$ cat config.mk
export PLATFORM = sky130hd
export DESIGN_NAME = fetch_stage
export DESIGN_NICKNAME = d
export VERILOG_FILES = /design/src/rtl/fetch_stage.sv
export SDC_FILE = /design/constraint.sdc
export NUM_CORES = 1
export LEC_CHECK = 0
export BUFFER_PORTS_ARGS = -buffer_cell sky130_fd_sc_hd__clkbuf_2
export CORE_MARGIN = 4
export CORE_UTILIZATION = 49
export CTS_CLUSTER_SIZE = 12
export DETAILED_ROUTE_END_ITERATION = 8
export PLACE_DENSITY = 0.8
export SLEW_MARGIN = 15
export SYNTH_ARGS = -nofsm -noshare
export SYNTH_HDL_FRONTEND = slang
export SYNTH_SLANG_ARGS = --single-unit
$ cat constraint.sdc
create_clock -name clk -period 2.18 [get_ports clk]
set_clock_uncertainty 0.2 [all_clocks]
set_input_delay 0.218 -clock clk [delete_from_list [all_inputs] [get_ports clk]]
set_output_delay 0.218 -clock clk [all_outputs]
set_load 0.01 [all_outputs]
$ cat src/rtl/fetch_stage.sv
// Instruction fetch stage: owns the PC, drives instruction memory and fills the IF/ID register.
// Redirects (branch, jump) squash the in-flight fetch; halt freezes fetching until reset.
//
// state | meaning
// BOOT  | first cycle after reset: PC held, bubble into IF/ID
// RUN   | normal fetch with branch > jump > stall > halt > sequential priority
// HALT  | PC frozen, bubble every cycle, only rst_n leaves
module fetch_stage #(
    parameter logic [31:0] RESET_PC = 32'h0000_0000
) (
    input  logic        clk,
    input  logic        rst_n,
    input  logic [31:0] instr_rdata,
    input  logic        stall,
    input  logic        branch_taken,
    input  logic [31:0] branch_target,
    input  logic        jump,
    input  logic [31:0] jump_target,
    input  logic        halt,
    output logic [31:0] imem_addr,
    output logic [31:0] ifid_instr,
    output logic [31:0] ifid_pc4,
    output logic        ifid_valid,
    output logic [5:0]  opcode,
    output logic [15:0] fetch_count
);

    typedef enum logic [1:0] {
        ST_BOOT = 2'd0,
        ST_RUN  = 2'd1,
        ST_HALT = 2'd2
    } state_t;

    state_t      state_q, state_d;
    logic [31:0] pc_q, pc_d;
    logic [31:0] ifid_instr_q, ifid_instr_d;
    logic [31:0] ifid_pc4_q, ifid_pc4_d;
    logic        ifid_valid_q, ifid_valid_d;
    logic [15:0] fetch_count_q, fetch_count_d;
    logic [31:0] pc_plus4;

    // Redirect targets are word-aligned, so their low bits are dropped.
    logic unused_target_bits;
    assign unused_target_bits = ^{branch_target[1:0], jump_target[1:0]};

    assign pc_plus4 = pc_q + 32'd4;

    always_comb begin
        state_d       = state_q;
        pc_d          = pc_q;
        ifid_instr_d  = ifid_instr_q;
        ifid_pc4_d    = ifid_pc4_q;
        ifid_valid_d  = ifid_valid_q;
        fetch_count_d = fetch_count_q;

        case (state_q)
            ST_BOOT: begin
                ifid_instr_d = 32'h0;
                ifid_valid_d = 1'b0;
                state_d      = ST_RUN;
            end
            ST_RUN: begin
                if (branch_taken) begin
                    pc_d         = {branch_target[31:2], 2'b00};
                    ifid_instr_d = 32'h0;
                    ifid_valid_d = 1'b0;
                end else if (jump) begin
                    pc_d         = {jump_target[31:2], 2'b00};
                    ifid_instr_d = 32'h0;
                    ifid_valid_d = 1'b0;
                end else if (stall) begin
                    pc_d = pc_q;
                end else if (halt) begin
                    ifid_instr_d = 32'h0;
                    ifid_valid_d = 1'b0;
                    state_d      = ST_HALT;
                end else begin
                    ifid_instr_d = instr_rdata;
                    ifid_pc4_d   = pc_plus4;
                    ifid_valid_d = 1'b1;
                    pc_d         = pc_plus4;
                    if (fetch_count_q != 16'hFFFF) begin
                        fetch_count_d = fetch_count_q + 16'd1;
                    end
                end
            end
            ST_HALT: begin
                ifid_instr_d = 32'h0;
                ifid_valid_d = 1'b0;
            end
            default: begin
                ifid_instr_d = 32'h0;
                ifid_valid_d = 1'b0;
                state_d      = ST_BOOT;
            end
        endcase
    end

    always_ff @(posedge clk or negedge rst_n) begin
        if (!rst_n) begin
            state_q       <= ST_BOOT;
            pc_q          <= {RESET_PC[31:2], 2'b00};
            ifid_instr_q  <= 32'h0;
            ifid_pc4_q    <= 32'h0;
            ifid_valid_q  <= 1'b0;
            fetch_count_q <= 16'h0;
        end else begin
            state_q       <= state_d;
            pc_q          <= pc_d;
            ifid_instr_q  <= ifid_instr_d;
            ifid_pc4_q    <= ifid_pc4_d;
            ifid_valid_q  <= ifid_valid_d;
            fetch_count_q <= fetch_count_d;
        end
    end

    assign imem_addr   = pc_q;
    assign ifid_instr  = ifid_instr_q;
    assign ifid_pc4    = ifid_pc4_q;
    assign ifid_valid  = ifid_valid_q;
    assign opcode      = ifid_instr_q[31:26];
    assign fetch_count = fetch_count_q;

endmodule
# After elaboration in Yosys (flattened, before gate mapping)
# Index checks and enable logic that the tools add are counted.
[totals] register_bits=115 input_bits=102 output_inout_bits=119 elab_cells=47
[op_classes] n_addsub=2 eq_ne=10 muxes=19 bitwise_logic=5 reduce_logical=5
[op_table] operator="$mux 32" n=9
[op_table] operator="$add 32x3->32 const B" n=1
[op_table] operator="$add 16x1->16 const B" n=1
[op_table] operator="$ne 16x16->1 const B" n=1
[op_table] operator="$reduce_and 5->1" n=2
[op_table] operator="$mux 2" n=4
[op_table] operator="$ne 2x2->1 const B" n=4
[op_table] operator="$pmux 2 s3" n=1
[op_table] operator="$reduce_and 6->1" n=1
[op_table] operator="$mux 1" n=5
[op_table] operator="$not 1->1" n=5
[op_table] operator="$ne 4x4->1 const B" n=1
[op_table] operator="$ne 3x1->1 const B" n=1
[op_table] operator="$ne 3x3->1 const B" n=1
[op_table] operator="$reduce_and 3->1" n=1
[op_table] operator="$eq 2x1->1 const B" n=1
[op_table] operator="$eq 2x2->1 const B" n=1
[op_table] operator="$logic_not 2->1" n=1

# Longest topological paths before layout
# Gate-level depths: netlist of the first run.
[depth] ltp_word=5 mapped_depth=8 depth_no_buf=6

# Worst setup path before layout of the first run
# OpenSTA, ideal clock, no wires.
[synth_timing] path_kind="register -> register" start="register pc_q[2], in the netlist imem_addr[2]" end="register pc_q[28], in the netlist imem_addr[28]" setup_ns=0.121 arrival_ns=1.776 t_required_ns=1.859 slack_ns=0.083 path_stages_with_launch=7 n_path_buf=0 period_less_slack_ns=2.097 cell_sequence="dfrtp_1 -> ha_1 -> nand3_4 -> nor4_2 -> nand4_1 -> a21o_1 -> a22o_1"
[synth_between] elab_chain_len=5
[synth_rtl] item="from (decl)" line_no="35" source="logic [31:0] pc_q, pc_d;"
[synth_rtl] item="from (signal assigned)" line_no="102" source="pc_q <= {RESET_PC[31:2], 2'b00};"
[synth_rtl] item="from (signal assigned)" line_no="109" source="pc_q <= pc_d;"
[synth_rtl] item="$add 32x3->32" line_no="46" source="assign pc_plus4 = pc_q + 32'd4;"
[synth_rtl] item="$mux 32" line_no="73" source="end else if (halt) begin"
[synth_rtl] item="$mux 32" line_no="71" source="end else if (stall) begin"
[synth_rtl] item="$mux 32" line_no="67" source="end else if (jump) begin"
[synth_rtl] item="$mux 32" line_no="63" source="if (branch_taken) begin"
# No other way between the ends. The select of a mux whose other input is x is not followed.
# A chain may end at the register's enable or synchronous reset.

# Worst setup path after layout of the first run
[layout_timing] start="register pc_q[5], in the netlist imem_addr[5]" end="register pc_q[19], in the netlist imem_addr[19]"
# Same word-level chain as after synthesis.

==> results of run 1 <==
stage by stage:
stage	instance area (um^2)	utilization [%]	cells
global placement	6940	62.9	900
CTS	7730	70.1	967
floorplan	5610	-	559
finish	7770	70.5	968
global route	7770	70.5	968
detailed placement	6940	62.9	900
flip-flops by register name, indices dropped and copies added, names as in the netlist:
register,cells
ifid_instr,32
imem_addr,30
ifid_pc4,30
ifid_valid,1
state_q,2
fetch_count,16
power by group through the flow:
stage               sequential (mW)  clock, mW  combinational [mW]
finish                         2.67       1.56                1.58
global route                   2.72       1.69                1.74
CTS                            2.67       1.58                1.58
detailed placement             2.70          0                1.50
global placement               2.69          0                1.47
floorplan                      2.84          0               0.611
worst max-delay path: stages, from the launching register on:
cell and delay, ns:
sky130_fd_sc_hd__dfrtp_1 0.49, sky130_fd_sc_hd__nand4_2 0.27, sky130_fd_sc_hd__nor4_4 0.49, sky130_fd_sc_hd__and3_1 0.27, sky130_fd_sc_hd__o21ai_0 0.09, sky130_fd_sc_hd__o2bb2ai_1 0.13
layer usage:
metal  part of all wire [%]  global-route usage, %  up-vias
met2                     49                   45.4      221
li1                       -                      -     2522
met5                      0                      0        -
met4                    1.8                   8.53        0
met1                     41                   34.2     2540
met3                    7.6                   5.63       21
worst paths after layout:
check                                         startpoint                     endpoint  slack (ns)  cells after the start
worst max-delay path            imem_addr[5]$_DFFE_PN0P_    imem_addr[19]$_DFFE_PN0P_        0.12                      5
max in group asynchronous                          rst_n   ifid_instr[24]$_DFFE_PN0P_        1.00                      3
worst min register to register    state_q[1]$_DFFE_PN0P_       state_q[0]$_DFFE_PN0P_        0.27                      1
worst min-delay path                   branch_target[16]    imem_addr[16]$_DFFE_PN0P_       0.006                      3
worst max register to register  imem_addr[5]$_DFFE_PN0P_    imem_addr[19]$_DFFE_PN0P_        0.12                      5
min in group asynchronous                          rst_n  fetch_count[14]$_DFFE_PN0P_        0.18                      2
final cells by class:
| type | count | area (um^2) | area share (%) |
|---|---|---|---|
| sequential | 111 | 2780 | 35.8 |
| clock inverter | 4 | 31.3 | 0.403 |
| clock buffer | 11 | 243 | 3.12 |
| inverter | 17 | 63.8 | 0.821 |
| multi-input combinational | 389 | 2600 | 33.5 |
| timing repair buffer | 296 | 1870 | 24.1 |
| tap | 140 | 175 | 2.25 |
logic make-up (layout without fill, tap and decap cells):
group | Yosys count | in the layout | synth area share (%)
adder cells (fa/ha/maj) | 2 | 2 | 0.447
XOR/XNOR | 43 | 43 | 6.72
buffers and inverters | 59 | 328 | 4.89
other | 1 | 4 | 0.0669
flip-flops | 111 | 111 | 49.6
AO/OA/AOI/OAI | 155 | 155 | 19.4
AND/OR/NAND/NOR | 181 | 181 | 18.1
multiplexers | 4 | 4 | 0.759
cell usage in the layout (no fill, tap or decap), types with 17 or more instances in the layout:
master / instances
sky130_fd_sc_hd__a21oi_1: 25
sky130_fd_sc_hd__a22o_1: 37
sky130_fd_sc_hd__buf_4: 29
sky130_fd_sc_hd__clkbuf_2: 211
sky130_fd_sc_hd__dfrtp_1: 108
sky130_fd_sc_hd__dlygate4sd3_1: 52
sky130_fd_sc_hd__nand2_1: 67
sky130_fd_sc_hd__nand3_1: 23
sky130_fd_sc_hd__nor2_1: 29
sky130_fd_sc_hd__o21ai_0: 38
sky130_fd_sc_hd__xnor2_1: 26
sky130_fd_sc_hd__xor2_1: 17
timing repair:
action	in CTS	in global routing
hold buffers	52	0
endpoints found under the hold margin	83	0
resized for setup	0	10
setup endpoints to repair	0	18
setup buffers	0	1
==> out/results.txt, run 1 <==
outcome: completed
fin nets: 928
layout overhead on the synthesized area: 38.7%
number of top-level design ports: 221
Max-Slew Margin vs Limit: 65.0%
first-pass detailed-route iteration total: 5
CTS buffer count: 9
critical path arrival: 2.09 ns
Remaining Overflow, GRT: 0
half-perimeter wire length of the detailed placement result: 12.4 mm
number of buffers added on ports: 212
Max Clock Freq: 0.486 GHz
Crit path required time: 2.21 ns
crit path time final: 2.06 ns
total number of H-tree levels: 3
number of global-route vias before repair: 5325
switching pwr: 1.93 mW
count of nets left with antenna violations after detail routing: 0
internal power contribution: 3.88 mW
warning count from the yosys run: 0
routed wire length: 17.6 mm
number of instances in the synthesized netlist: 556
setup_tns: 0 ns
max-slew violations: 0
largest fanout on the critical path: 6
dpl ws: 0.0877 ns
min setup slack post-route: 0.122 ns
number of max-capacitance violations reported: 0
count of unresolved DRC violations after routing: 0
portion of synthesized cell area occupied by the leading cell type: 49.6%
chip width: 115 um
count of flip-flops with a built-in enable after synthesis: 0
type of the worst setup path: reg -> reg
Power Dens Cells: 748 mW/mm^2
most repeated cell in the gate-level netlist after synthesis: sky130_fd_sc_hd__dfrtp_1
worst hold margin: 0.00586 ns
share of power burned in combinational logic: 27.2%
post-route clock period utilization: 94.4%
maximum ir drop on the vdd rail: 0.548 mV
cell taking the most area after synthesis: sky130_fd_sc_hd__dfrtp_1
total number of vias: 5304
pin count of the biggest net entering global routing: 56
relative contribution of sequential cells to total power: 46.0%
antenna diode count: 0
average via count per standard cell: 5.48
register area share after synthesis: 49.6%
Initial Util: 50.8%
Area contributors post-synth: sky130_fd_sc_hd__dfrtp_1, sky130_fd_sc_hd__a22o_1, sky130_fd_sc_hd__nand2_1, sky130_fd_sc_hd__xnor2_1, sky130_fd_sc_hd__o21ai_0
final count of hold timing violations: 0
Async S/R FF share, synth: 100%
Clk Tree Root Cell: sky130_fd_sc_hd__clkbuf_16
Sw Share: 33.2%
WL per Instance: 18.1 um
Global Route Usage Sum: 26.7%
Power Total: 5.81 mW
initial detailed-routing violation count: 317
clk sinks: 111
leading register cell type out of synthesis: sky130_fd_sc_hd__dfrtp_1
number of filler cells placed in the layout: 869
routability cong.: 0.930
Clock Power Share: 26.8%
clock-pin transition on the worst setup and hold timing paths: 0.07 ns
Yosys reg bits: 111
TritonCTS clock tree: yes
type of destination of the critical path: flip-flop
Syn Area/Cell: 10.1 um^2
fraction of layout instances using a drive strength above 1: 34.9%
count of standard-cell rows: 38
core footprint: 0.0110 mm^2
RSZ-0062 raised after global routing: no
die area: 0.0132 mm^2
Synth cell types: 59
buffer depth of the longest clock path: 2
clock network latency to the later pin of the worst-skew pair: 0.35 ns
Lkg Pwr: 3.87 nW
first-pass GRT wire length: 27.6 mm
Setup-failing EPs final: 0
CP Launch Type: flip-flop
antenna violations before repair: 0
Die Ht: 115 um
class of the worst hold path: in -> reg
cell area after technology mapping: 0.00560 mm^2
leading cell types by count after synthesis: sky130_fd_sc_hd__dfrtp_1, sky130_fd_sc_hd__nand2_1, sky130_fd_sc_hd__o21ai_0
slew of the pin with the lowest slew margin: 0.525 ns
(Power assumes the default switching activity.)
==> run 2, diff against run 1 <==
--- a/config.mk
+++ b/config.mk
@@ -7,10 +7,11 @@
 export LEC_CHECK = 0
 export BUFFER_PORTS_ARGS = -buffer_cell sky130_fd_sc_hd__clkbuf_2
 export CORE_MARGIN = 4
-export CORE_UTILIZATION = 49
+export CORE_UTILIZATION = 50
+export CTS_BUF_LIST = sky130_fd_sc_hd__clkbuf_4 sky130_fd_sc_hd__clkbuf_8
 export CTS_CLUSTER_SIZE = 12
 export DETAILED_ROUTE_END_ITERATION = 8
-export PLACE_DENSITY = 0.8
+export PLACE_DENSITY = 0.82
 export SLEW_MARGIN = 15
 export SYNTH_ARGS = -nofsm -noshare
 export SYNTH_HDL_FRONTEND = slang
==> run 2 against run 1 <==
Flip-flop and latch count unchanged; hold slack improved by 0.0030 ns; via count increased by 2.3%; first-iteration DRC count increased by 20%; global-route usage increased by 0.73 points; final cell count increased by 2.0%; critical path type unchanged; critical endpoint is now imem_addr[18]$_DFFE_PN0P_; highest routed layer unchanged.
==> out/results.txt, run 2 (synthesized netlist as in run 1, its figures left out) <==
Die Ht: 114 um (was 115 um)
Clk Tree Root Cell: sky130_fd_sc_hd__clkbuf_8 (was sky130_fd_sc_hd__clkbuf_16)
critical path arrival: 2.15 ns (was 2.09 ns)
setup_tns: 0 ns (unchanged)
fin nets: 946 (was 928)
layout overhead on the synthesized area: 40.2% (was 38.7%)
Hold Crit Endpoint: imem_addr[27]$_DFFE_PN0P_ (was imem_addr[16]$_DFFE_PN0P_)
Post-CTS Setup Inserts: 0 (unchanged)
first-pass detailed-route iteration total: 5 (unchanged)
count of standard-cell rows: 38 (unchanged)
largest stage delay on the critical path: 0.48 ns (was 0.49 ns)
total number of vias: 5428 (was 5304)
clock network latency to the later pin of the worst-skew pair: 0.38 ns (was 0.35 ns)
cell depth of the worst min-delay path: 5 (was 3)
most common cell after layout, fill and taps aside: sky130_fd_sc_hd__clkbuf_2 (unchanged)
slowest CP cell: sky130_fd_sc_hd__dfrtp_1 (unchanged)
WL per Instance: 17.6 um (was 18.1 um)
Max Clock Freq: 0.481 GHz (was 0.486 GHz)
number of filler cells placed in the layout: 821 (was 869)
initial detailed-routing violation count: 380 (was 317)
type of the worst setup path: reg -> reg (unchanged)
reg2reg start: imem_addr[9]$_DFFE_PN0P_ (was imem_addr[5]$_DFFE_PN0P_)
CTS buffer count: 9 (unchanged)
routed wire length: 17.3 mm (was 17.6 mm)
worst setup slack for register-to-register paths: 0.1 ns (was 0.12 ns)
dpl ws: 0.104 ns (was 0.0877 ns)
crit path buf inv count: 0 (unchanged)
outcome: completed (unchanged)
R2R cell count: 5 (unchanged)
worst reg2reg endpoint: imem_addr[18]$_DFFE_PN0P_ (was imem_addr[19]$_DFFE_PN0P_)
leading cell types in the layout, fill and taps excluded: sky130_fd_sc_hd__clkbuf_2, sky130_fd_sc_hd__dfrtp_1, sky130_fd_sc_hd__nand2_1 (unchanged)
Lkg Pwr: 3.94 nW (was 3.87 nW)
number of global-route vias before repair: 5454 (was 5325)
TritonCTS clock tree: yes (unchanged)
CP Launch Type: flip-flop (unchanged)
number of max-capacitance violations reported: 0 (unchanged)
final count of hold timing violations: 0 (unchanged)
number of buffers added on ports: 212 (unchanged)
count of unresolved DRC violations after routing: 0 (unchanged)
first-pass GRT wire length: 28.2 mm (was 27.6 mm)
Max-Slew Margin vs Limit: 64.6% (was 65.0%)
final cell utilization of the core: 72.2% (was 70.5%)
total number of H-tree levels: 3 (unchanged)
clk sinks: 111 (unchanged)
crit path time final: 2.08 ns (was 2.06 ns)
antenna diode count: 0 (unchanged)
cell-by-cell listing of the critical path: nand4_4, nor3_4, nor3b_4, a31oi_1, o32a_1 (was nand4_2, nor4_4, and3_1, o21ai_0, o2bb2ai_1)
post-route clock period utilization: 95.5% (was 94.4%)
worst hold start: jump_target[27] (was branch_target[16])
Power Dens Cells: 695 mW/mm^2 (was 748 mW/mm^2)
placed instance count: 905 (was 900)
count of nets left with antenna violations after detail routing: 0 (unchanged)
type of destination of the critical path: flip-flop (unchanged)
buffer depth of the longest clock path: 2 (unchanged)
Setup-failing EPs final: 0 (unchanged)
average via count per standard cell: 5.50 (was 5.48)
final non-filler cell total: 987 (was 968)
min setup slack post-route: 0.0989 ns (was 0.122 ns)
RSZ-0062 raised after global routing: yes (was no)
largest fanout on the critical path: 8 (was 6)
Global Route Usage Sum: 27.4% (was 26.7%)
Initial Util: 51.5% (was 50.8%)
crit-path leading delay family: simple AND/OR/NAND/NOR gates (unchanged)
maximum ir drop on the vdd rail: 0.394 mV (was 0.548 mV)
core footprint: 0.0109 mm^2 (was 0.0110 mm^2)
antenna violations before repair: 0 (unchanged)
die area: 0.0130 mm^2 (was 0.0132 mm^2)
half-perimeter wire length of the detailed placement result: 12.4 mm (about the same)
class of the worst hold path: in -> reg (unchanged)
Crit path required time: 2.25 ns (was 2.21 ns)
clock-pin transition on the worst setup and hold timing paths: 0.11 ns (was 0.07 ns)
slew of the pin with the lowest slew margin: 0.531 ns (was 0.525 ns)
pin count of the biggest net entering global routing: 57 (was 56)
Remaining Overflow, GRT: 0 (unchanged)
chip width: 114 um (was 115 um)
routability cong.: 0.888 (was 0.930)
max-slew violations: 0 (unchanged)
max reg flops: 32 (unchanged)
fraction of layout instances using a drive strength above 1: 34.2% (was 34.9%)
number of top-level design ports: 221 (unchanged)
-- run 2: cell types whose count changed in the layout (fill, tap and decap cells not counted), moves of 3 or more --
cell and change:
sky130_fd_sc_hd__buf_4 +3, sky130_fd_sc_hd__dfrtp_2 -3, sky130_fd_sc_hd__clkbuf_8 +9, sky130_fd_sc_hd__dlygate4sd3_1 +14, sky130_fd_sc_hd__clkinv_4 +3, sky130_fd_sc_hd__clkbuf_16 -9
sky130_fd_sc_hd__clkinvlp_4 -3, sky130_fd_sc_hd__dfrtp_1 +3
-- run 2: what timing repair did --
action	4_1_cts	5_1_grt
hold buffers	66	0
resized for setup	0	6
endpoints found under the setup margin	0	7
endpoints found under the hold margin	89	0
-- run 2: area by class of cell --
cell class                 count  area (um^2)  share of cell area (%)
sequential                   111         2780                    35.4
multi-input combinational    389         2600                    33.1
timing repair buffer         314         2060                    26.2
tap                          140          175                    2.23
clock buffer                  10          138                    1.75
inverter                      17         63.8                   0.812
clock inverter                 6         45.0                   0.573
-- run 2: tightest hold or removal path, stage by stage --
cell                       delay (ns)
sky130_fd_sc_hd__clkbuf_2        0.08
sky130_fd_sc_hd__a22oi_1         0.06
sky130_fd_sc_hd__nor2_1          0.09
sky130_fd_sc_hd__a21oi_1         0.05
sky130_fd_sc_hd__o311ai_1        0.06
-- run 2: worst max-delay path by stage --
stage	from	endpoint	slack, ns	cells after the start
2_1_floorplan	imem_addr[2]$_DFFE_PN0P_	imem_addr[28]$_DFFE_PN0P_	0.08	6
3_3_place_gp	imem_addr[2]$_DFFE_PN0P_	imem_addr[28]$_DFFE_PN0P_	0.15	6
3_5_place_dp	imem_addr[3]$_DFFE_PN0P_	imem_addr[30]$_DFFE_PN0P_	0.10	6
4_1_cts	imem_addr[3]$_DFFE_PN0P_	imem_addr[30]$_DFFE_PN0P_	0.08	6
5_1_grt	imem_addr[18]$_DFFE_PN0P_	ifid_pc4[31]$_DFFE_PN0P_	-0.02	5
6_report	imem_addr[9]$_DFFE_PN0P_	imem_addr[18]$_DFFE_PN0P_	0.1	5
-- run 2: power by group --
part	internal (mW)	total, mW	switching (mW)	leakage, nW
combinational	0.729	1.62	0.890	2.43
clock	0.454	1.17	0.719	0.0966
sequential	2.37	2.67	0.295	1.42
-- run 2: per-layer routing --
layer / track usage (%) / vias to the layer above / share of wire, %
li1: - / 2563 / -
met1: 36.8 / 2608 / 41
met2: 45.2 / 231 / 49
met3: 5.73 / 26 / 8.0
met4: 8.08 / 0 / 2.1
met5: 0 / - / 0
-- run 2: stage by stage --
step	cell area [um^2]	power [mW]	hold slack (ns)
after detailed placement	6990	4.22	0.0290
after CTS	7830	5.49	0.00165
final	7860	5.46	0.00883
after global routing	7860	5.81	0.00435
after floorplan	5610	3.45	-0.278
after global placement	6990	4.17	0.0151
